===== src/rtl/prio_scan_encoder_pkg.sv =====
// Shared definitions for the priority scan encoder family: the scan FSM
// state type, the priority-direction encodings and a width helper.
package prio_pkg;

    // Scan controller states: waiting for a start pulse, or draining a mask.
    typedef enum logic {
        IDLE = 1'b0,
        SCAN = 1'b1
    } scan_state_t;

    // Priority direction encodings for the MSB_FIRST parameter.
    localparam bit PRIO_MSB_FIRST = 1'b1;
    localparam bit PRIO_LSB_FIRST = 1'b0;

    // Ceiling log2, used to size index ports from the request width.
    function automatic int clog2(input int value);
        int result;
        result = 0;
        for (int w = value - 1; w > 0; w = w >> 1) begin
            result = result + 1;
        end
        return result;
    endfunction

endpackage


===== src/rtl/prio_enc_comb.sv =====
// Purely combinational N-input priority encoder. Returns the index of the
// highest-priority set bit and a flag saying whether any bit was set.
// Shared with the standalone combinational encoder, so it has no clock.
module prio_enc_comb
    import prio_pkg::*;
#(
    parameter int N = 16,
    parameter bit MSB_FIRST = PRIO_MSB_FIRST,
    localparam int IDXW = clog2(N)
) (
    input  logic [N-1:0]    vec,
    output logic [IDXW-1:0] idx,
    output logic            any
);

    // Walk the vector towards the priority end so the last hit wins.
    always_comb begin
        idx = '0;
        any = |vec;
        if (MSB_FIRST == PRIO_MSB_FIRST) begin
            for (int i = 0; i < N; i++) begin
                if (vec[i]) begin
                    idx = IDXW'(i);
                end
            end
        end else begin
            for (int i = N - 1; i >= 0; i--) begin
                if (vec[i]) begin
                    idx = IDXW'(i);
                end
            end
        end
    end

endmodule


===== src/rtl/prio_scan_encoder.sv =====
// Sequential priority scanner. A start pulse captures the request vector;
// every set bit is then presented, one per valid/ready handshake, in
// priority order. All outputs come from registered state only, so neither
// req nor out_ready reaches an output combinationally.
module prio_scan_encoder
    import prio_pkg::*;
#(
    parameter int N = 16,
    parameter bit MSB_FIRST = PRIO_MSB_FIRST,
    localparam int IDXW = clog2(N)
) (
    input  logic            clk,
    input  logic            rst_n,
    input  logic            start,
    input  logic [N-1:0]    req,
    output logic            out_valid,
    input  logic            out_ready,
    output logic [IDXW-1:0] out_idx,
    output logic            out_last,
    output logic [IDXW:0]   pending,
    output logic            busy,
    output logic            none,
    output logic            done
);

    localparam logic [IDXW:0] PENDING_ONE = (IDXW+1)'(1);
    localparam logic [N-1:0]  BIT_ZERO    = {{(N-1){1'b0}}, 1'b1};

    scan_state_t     state_q;
    scan_state_t     state_d;
    logic [N-1:0]    mask_q;
    logic [IDXW:0]   pending_q;
    logic            none_q;
    logic            done_q;
    logic [IDXW-1:0] enc_idx;
    logic            enc_any;
    logic            in_scan;
    logic            final_pending;
    logic            handshake;
    logic            start_load;
    logic            start_empty;
    logic [N-1:0]    select_mask;

    // Number of set bits in a request vector; IDXW+1 bits always hold N.
    function automatic logic [IDXW:0] popcount(input logic [N-1:0] v);
        logic [IDXW:0] count;
        count = '0;
        for (int i = 0; i < N; i++) begin
            count = count + {{IDXW{1'b0}}, v[i]};
        end
        return count;
    endfunction

    // Priority pick over the bits still outstanding in the captured mask.
    prio_enc_comb #(
        .N         (N),
        .MSB_FIRST (MSB_FIRST)
    ) u_enc (
        .vec (mask_q),
        .idx (enc_idx),
        .any (enc_any)
    );

    // Decode the events that move the controller and the datapath.
    always_comb begin
        in_scan       = (state_q == SCAN);
        final_pending = (pending_q == PENDING_ONE);
        handshake     = in_scan && out_ready;
        start_load    = (state_q == IDLE) && start && (req != '0);
        start_empty   = (state_q == IDLE) && start && (req == '0);
        select_mask   = BIT_ZERO << enc_idx;
    end

    // State register; reset drops any scan in progress without a done pulse.
    always_ff @(posedge clk or negedge rst_n) begin
        if (!rst_n) begin
            state_q <= IDLE;
        end else begin
            state_q <= state_d;
        end
    end

    // Next state: enter SCAN on a non-empty capture, leave after the last handshake.
    always_comb begin
        state_d = state_q;
        case (state_q)
            IDLE: begin
                if (start_load) begin
                    state_d = SCAN;
                end
            end
            SCAN: begin
                if (handshake && final_pending) begin
                    state_d = IDLE;
                end
            end
            default: begin
                state_d = IDLE;
            end
        endcase
    end

    // Mask, pending count and the one-cycle status pulses.
    always_ff @(posedge clk or negedge rst_n) begin
        if (!rst_n) begin
            mask_q    <= '0;
            pending_q <= '0;
            none_q    <= 1'b0;
            done_q    <= 1'b0;
        end else begin
            none_q <= start_empty;
            done_q <= handshake && final_pending;
            if (start_load) begin
                mask_q    <= req;
                pending_q <= popcount(req);
            end else if (handshake) begin
                mask_q    <= mask_q & ~select_mask;
                pending_q <= pending_q - PENDING_ONE;
            end
        end
    end

    // Output decode; the index is forced to zero whenever nothing is presented.
    always_comb begin
        busy      = in_scan;
        out_valid = in_scan;
        out_idx   = (in_scan && enc_any) ? enc_idx : '0;
        out_last  = in_scan && final_pending;
        pending   = pending_q;
        none      = none_q;
        done      = done_q;
    end

endmodule


===== config.mk =====
export PLATFORM = sky130hd
export DESIGN_NAME = prio_scan_encoder
export DESIGN_NICKNAME = d
export VERILOG_FILES = /design/src/rtl/prio_scan_encoder_pkg.sv /design/src/rtl/prio_enc_comb.sv /design/src/rtl/prio_scan_encoder.sv
export SDC_FILE = /design/constraint.sdc
export NUM_CORES = 1
export LEC_CHECK = 0
export CELL_PAD_IN_SITES_DETAIL_PLACEMENT = 1
export CELL_PAD_IN_SITES_GLOBAL_PLACEMENT = 1
export CORE_ASPECT_RATIO = 0.5
export CORE_MARGIN = 2
export CORE_UTILIZATION = 43
export DETAILED_ROUTE_END_ITERATION = 7
export GPL_ROUTABILITY_DRIVEN = 0
export PLACE_DENSITY = 0.84
export SLEW_MARGIN = 30
export SYNTH_ARGS = -nofsm -noshare
export SYNTH_HDL_FRONTEND = slang
export SYNTH_HIERARCHICAL = 1
export SYNTH_SLANG_ARGS = --single-unit
export TNS_END_PERCENT = 100

===== constraint.sdc =====
create_clock -name clk -period 2.85 [get_ports clk]
set_input_delay 0.285 -clock clk [delete_from_list [all_inputs] [get_ports clk]]
set_output_delay 0.285 -clock clk [all_outputs]
set_load 0.01 [all_outputs]

# Word-level counts from Yosys, hierarchy flattened
# Index checks and enable logic that the tools add are counted.
# classes
add_sub_neg	16
n_eq_ne	1
shift	1
muxes	23
bitwise_logic	3
reduce_logical	11
# ops
cell	count
5-bit by 1-bit adder with 5-bit output	11
4-bit 2-to-1 mux	9
16-bit 2-to-1 mux	2
16-bit bitwise AND	1
16-bit logical NOT	1
16-bit inverter	1
16-bit nonzero test	1
16-bit OR reduction	1
1-bit by 4-bit << shifter with 16-bit output (first input constant)	1
3-bit 2-to-1 mux	4
5-bit 2-to-1 mux	2
1-bit logical AND	7
4-bit by 1-bit adder with 5-bit output	1
5-bit by 1-bit equality test with 1-bit output (second input constant)	1
5-bit by 1-bit subtractor with 5-bit output (second input constant)	1
3-bit by 1-bit adder with 4-bit output	1
2-bit 2-to-1 mux	2
2-bit by 1-bit adder with 3-bit output	1
1-bit 2-to-1 mux	3
1-bit by 1-bit adder with 2-bit output	1
1-bit case mux with 2 select lines	1
2-bit nonzero test	1
1-bit inverter	1
# word_totals
reg_bits	24
in_bits	20
out_inout_bits	14
word_cells	60

# Depth between registers and ports, before layout
# Gate-level depths: netlist of the first run.
# logic_depth
depth_word	20
depth_mapped	13
ltp_nobuf	13

# Modules after synthesis
# Netlist of the first run, hierarchy kept.
# by_module_without_submodules
mod	n_inst	cells_each	area_per_inst_um2	seq_area_each_um2
prio_scan_encoder	1	161	1647.8	600.6
prio_enc_comb	1	28	170.2	0.0

# Worst setup path after synthesis of the first run
# No wires, ideal clock.
# synth_path
kind	input port to flip-flop
startpoint	input req[0]
endpoint	register pending_q[2] (netlist: pending[2])
setup_time_ps	126
arrival_ps	3316
required_time_ps	2724
setup_slack_ps	-593
path_stages	12
path_buffers	0
path_cell_list	inv_1 -> fa_1 -> fa_1 -> fa_1 -> fa_1 -> inv_1 -> ha_1 -> inv_1 -> fa_1 -> nor2b_1 -> nor4_1 -> a311o_1
# synth_via
elab_chain_len	16
word_cells_on_any_way	19
classes_between	15 x add/sub; 1 x mux; 3 x reduce/logical
# synth_rtl
element	line_no	source
from (decl)	prio_scan_encoder.sv:15	input logic [N-1:0] req,
1-bit by 1-bit adder with 2-bit output	prio_scan_encoder.sv:49	count = count + {{IDXW{1'b0}}, v[i]};
2-bit by 1-bit adder with 3-bit output	prio_scan_encoder.sv:49	
3-bit by 1-bit adder with 4-bit output	prio_scan_encoder.sv:49	
4-bit by 1-bit adder with 5-bit output	prio_scan_encoder.sv:49	
5-bit by 1-bit adder with 5-bit output (11 in series)	prio_scan_encoder.sv:49	
5-bit 2-to-1 mux	prio_scan_encoder.sv:113	if (start_load) begin
to (signal assigned)	prio_scan_encoder.sv:115	pending_q <= popcount(req);
to (signal assigned)	prio_scan_encoder.sv:118	pending_q <= pending_q - PENDING_ONE;
to (decl)	prio_scan_encoder.sv:32	logic [IDXW:0] pending_q;
# Several ways; a longest one is shown, not always the timed one.
# A chain may end at the register's enable or synchronous reset.

# Worst setup path in the final report of the first run
# layout_path
startpoint	input req[13]
endpoint	register pending_q[2] (netlist: pending[2])
# layout_via
elab_chain_len	4
word_cells_on_any_way	7
classes_between	3 x add/sub; 1 x mux; 3 x reduce/logical
# layout_rtl
element	line_no
5-bit by 1-bit adder with 5-bit output (3 in series)	prio_scan_encoder.sv:49
5-bit 2-to-1 mux	prio_scan_encoder.sv:113
# Several ways; a longest one is shown, not always the timed one.

==> impl_metrics.yaml, run 1 <==
clocking:
  numCtsBuffers: 3
  cts_tree: "built"
  cts.sinks: 24
  hold_buffers: 0
  clk_pin_slew_ns: 0.10
  cts_root_buf: "clkbuf_8"
  htree_levels: 1
  insertion_delay_ns: 0.28
  cts_buffer_depth: 2
floorplanning:
  die_h_um: 50.0
  fp.dieW_um: 96.0
  core_area_um2: 3980
  initial_core_util_pct: 45.6
  pin_count: 34
  die_area_um2: 4800
  placementRows: 16
place:
  place_area_um2: 2290
  hpwl_mm: 4.41
  dp_slack_ns: -1.37
  io_buffers: 33
grt:
  antenna_found_initial: 0
  grt-ovfl-total: 0
  grt_max_degree: 25
  grt_pass1_vias: 2143
  groute.usage.overall_pct: 36.1
  grt_pass1_wl_mm: 12.4
routing:
  firstDrtPassIters: 5
  met1_length_mm: 3.05
  highest_layer: "met4"
  wl_met3_um: 892
  dr_total_vias: 2027
  met2_length_mm: 3.70
  ant_nets: 0
  viasPerCell: 6.46
  drc: 0
  wl_per_cell_um: 25.7
  wl_mm: 8.06
  drt_iter0_drc: 206
logic_synthesis:
  synth_top_area_share_pct: 33.0
  syn_inst: 189
  synth_nets: 227
  yosysWarnings: 6
  yosys.area.top_type: "dfrtp_1"
  yosysUniqueCellTypes: 43
  synthesis.area_um2: 1820
  syn_area_per_cell_um2: 9.62
  synthTopCellsByArea: "dfrtp_1, fa_1, inv_1"
  ys_ff_latch: 24
  synth-seq-area-share_pct: 33.0
cells_and_area:
  multiInputGateArea_um2: 1090
  finalInstanceArea_um2: 2620
  layout.nets: 299
  syn_to_final_growth_pct: 44.3
  diodes: 0
  fill_cells: 431
  drive_gt1_share_pct: 30.8
  register_area_um2: 601
  post-route-util_pct: 65.8
setup_path:
  crit_fanout: 2
  start_kind: "input pin"
  crit_top_cell: "fa_1"
  cpPeakStageDelay_ns: 0.58
  path_class: "in -> reg"
  crit_required_ns: 3.01
  cp_slowest_cell: "fa_1"
  worstPathArrival_ns: 3.65
  crit_chain: "buf_8 > inv_6 > fa_1 > fa_1 > fa_2 > fa_1 > inv_2 > ha_4 > inv_2 > fa_2 > nor2b_4 > nor4_2 > a311o_1"
  critPathCaptureType: "flop"
run_status:
  status: "complete, but fails checks"
  failed_checks: "negative setup slack"
timing:
  max-slew-margin-rel_pct: 65.8
  final.min_clock_period_ns: 3.49
  slew_violations: 0
  fin_crit_sh_pct: 122
  hold_viol: 0
  finalSetupViolCount: 5
  worst_slack_ns: -0.641
  max_slew.worst_pin.slew_ns: 0.509
  fmax_mhz: 286
  clock_skew_ns: 0.00863
  grt_setup_unrepaired: "yes"
power:
  p_leak_nw: 1.22
  powerDensity_nw_per_um2: 1090
  ir_worst_vdd_v: 0.000372
run:
  maxCapViolCount: 0
worst_hold_path:
  hold_class: "in -> reg"
[synth_stat cells, drive strengths merged]
| cell type | number |
|---|---|
| mux2i | 5 |
| and4b | 1 |
| nor4b | 1 |
| clkbuf | 1 |
| a311o | 1 |
| xnor2 | 1 |
| and2 | 2 |
| inv | 30 |
| ha | 8 |
| or3b | 1 |
| or2 | 2 |
| and2b | 1 |
| dfrtp | 24 |
| or4b | 1 |
| xor2 | 2 |
| buf | 7 |
| o221ai | 13 |
| o21ai | 15 |
| a21o | 2 |
| and3 | 5 |
| nor2 | 10 |
| a311oi | 1 |
| and4 | 1 |
| nand3b | 3 |
| or3 | 2 |
| nand3 | 5 |
| nand2 | 4 |
| nor4 | 5 |
| a31oi | 1 |
| o211ai | 3 |
| nor2b | 3 |
| a21oi | 3 |
| nand2b | 4 |
| o31ai | 6 |
| a221o | 1 |
| nor3 | 4 |
| fa | 10 |
[timing repair]
item / CTS / global route
pin swaps: 14 / 13
resized for setup: 50 / 19
endpoints found under the setup margin: 5 / 6
setup buffers: 32 / 2
[worst max-delay path, delay by kind of cell]
kind	cells	cell delay, ns
compound gates	1	0.29
simple gates	2	0.20
fa+ha+maj	6	2.59
buf+inv	4	0.26
[through the flow]
stage / power [mW] / hold WS (ns) / cells / setup TNS, ns
floorplan: 1.57 / -0.0106 / 189 / -1.60
global placement: 2.09 / 0.572 / 284 / -5.15
detailed placement: 2.19 / 0.588 / 284 / -5.66
CTS: 2.59 / 0.273 / 320 / -2.60
global route: 2.99 / 0.281 / 314 / -2.52
finish: 2.85 / 0.259 / 314 / -2.15
[routing by layer]
metal,vias up,GRT usage [%]
met2,198,60.8
met5,-,0
met4,0,14.5
met1,959,45.6
li1,818,-
met3,52,7.19
[layout by cell type, fill, tap and decap left out, drive strengths merged, types with 2 or more instances in the layout]
cell / n
o211ai: 3
nor2b: 3
and3: 5
inv: 30
or2: 2
or3: 2
o31ai: 6
a21oi: 3
nand3: 5
buf: 51
ha: 8
fa: 10
clkbuf: 3
nand2: 4
nand3b: 3
nand2b: 4
nor2: 10
o221ai: 13
clkdlybuf4s50: 24
mux2i: 5
nor3: 4
nor4: 5
a21o: 2
o21ai: 15
xor2: 2
and2: 2
dfrtp: 24
[cell families (layout without fill, tap and decap cells)]
logic type                 Yosys count  count (layout)  synth area share [%]
AOI/OAI and AO/OA                   46              46                  18.0
xor gates and xnor gates             3               3                  1.45
buffers and inverters               38             109                  10.3
adders and majority gates           18              18                  16.5
DFF                                 24              24                  33.0
and+or+nand+nor                     55              55                  17.9
muxes                                5               5                  2.75
[cell type report]
class | count | area share [%]
Clock buffer | 3 | 1.57
Clock inverter | 1 | 1.15
Inverter | 30 | 4.96
Multi-Input combinational cell | 127 | 41.5
Sequential cell | 24 | 22.9
Tap cell | 54 | 2.58
Timing Repair Buffer | 75 | 25.4
[report_power, final]
part | leakage (nW) | switching (mW) | total [mW] | internal (mW)
Clock | 0.0357 | 0.125 | 0.313 | 0.188
Sequential | 0.299 | 0.228 | 0.720 | 0.492
Combinational | 0.880 | 1.00 | 1.82 | 0.816
[path summary, 6_finish.rpt]
path	to	depth (start not counted)	slack (ns)	from
worst min-delay path	mask_q[9]	3	0.26	req[9]
worst max-delay path	pending[2]	13	-0.64	req[13]
min in group asynchronous	mask_q[15]	2	0.41	rst_n
worst max register to register	mask_q[0]	6	0.31	mask_q[5]
max in group asynchronous	none	2	2.17	rst_n
worst min register to register	pending[4]	2	0.63	pending[4]
[sequential cells by signal, summed over array words and instances (netlist names)]
register,cells
mask_q,16
done,1
busy,1
pending,5
none,1
(Power assumes the default switching activity.)
==> run 2: changes to the inputs <==
Settings changed: CTS_CLUSTER_SIZE set to 8.
==> results of run 2 <==
Final layout, timing and power as in run 1 (identical DEF).
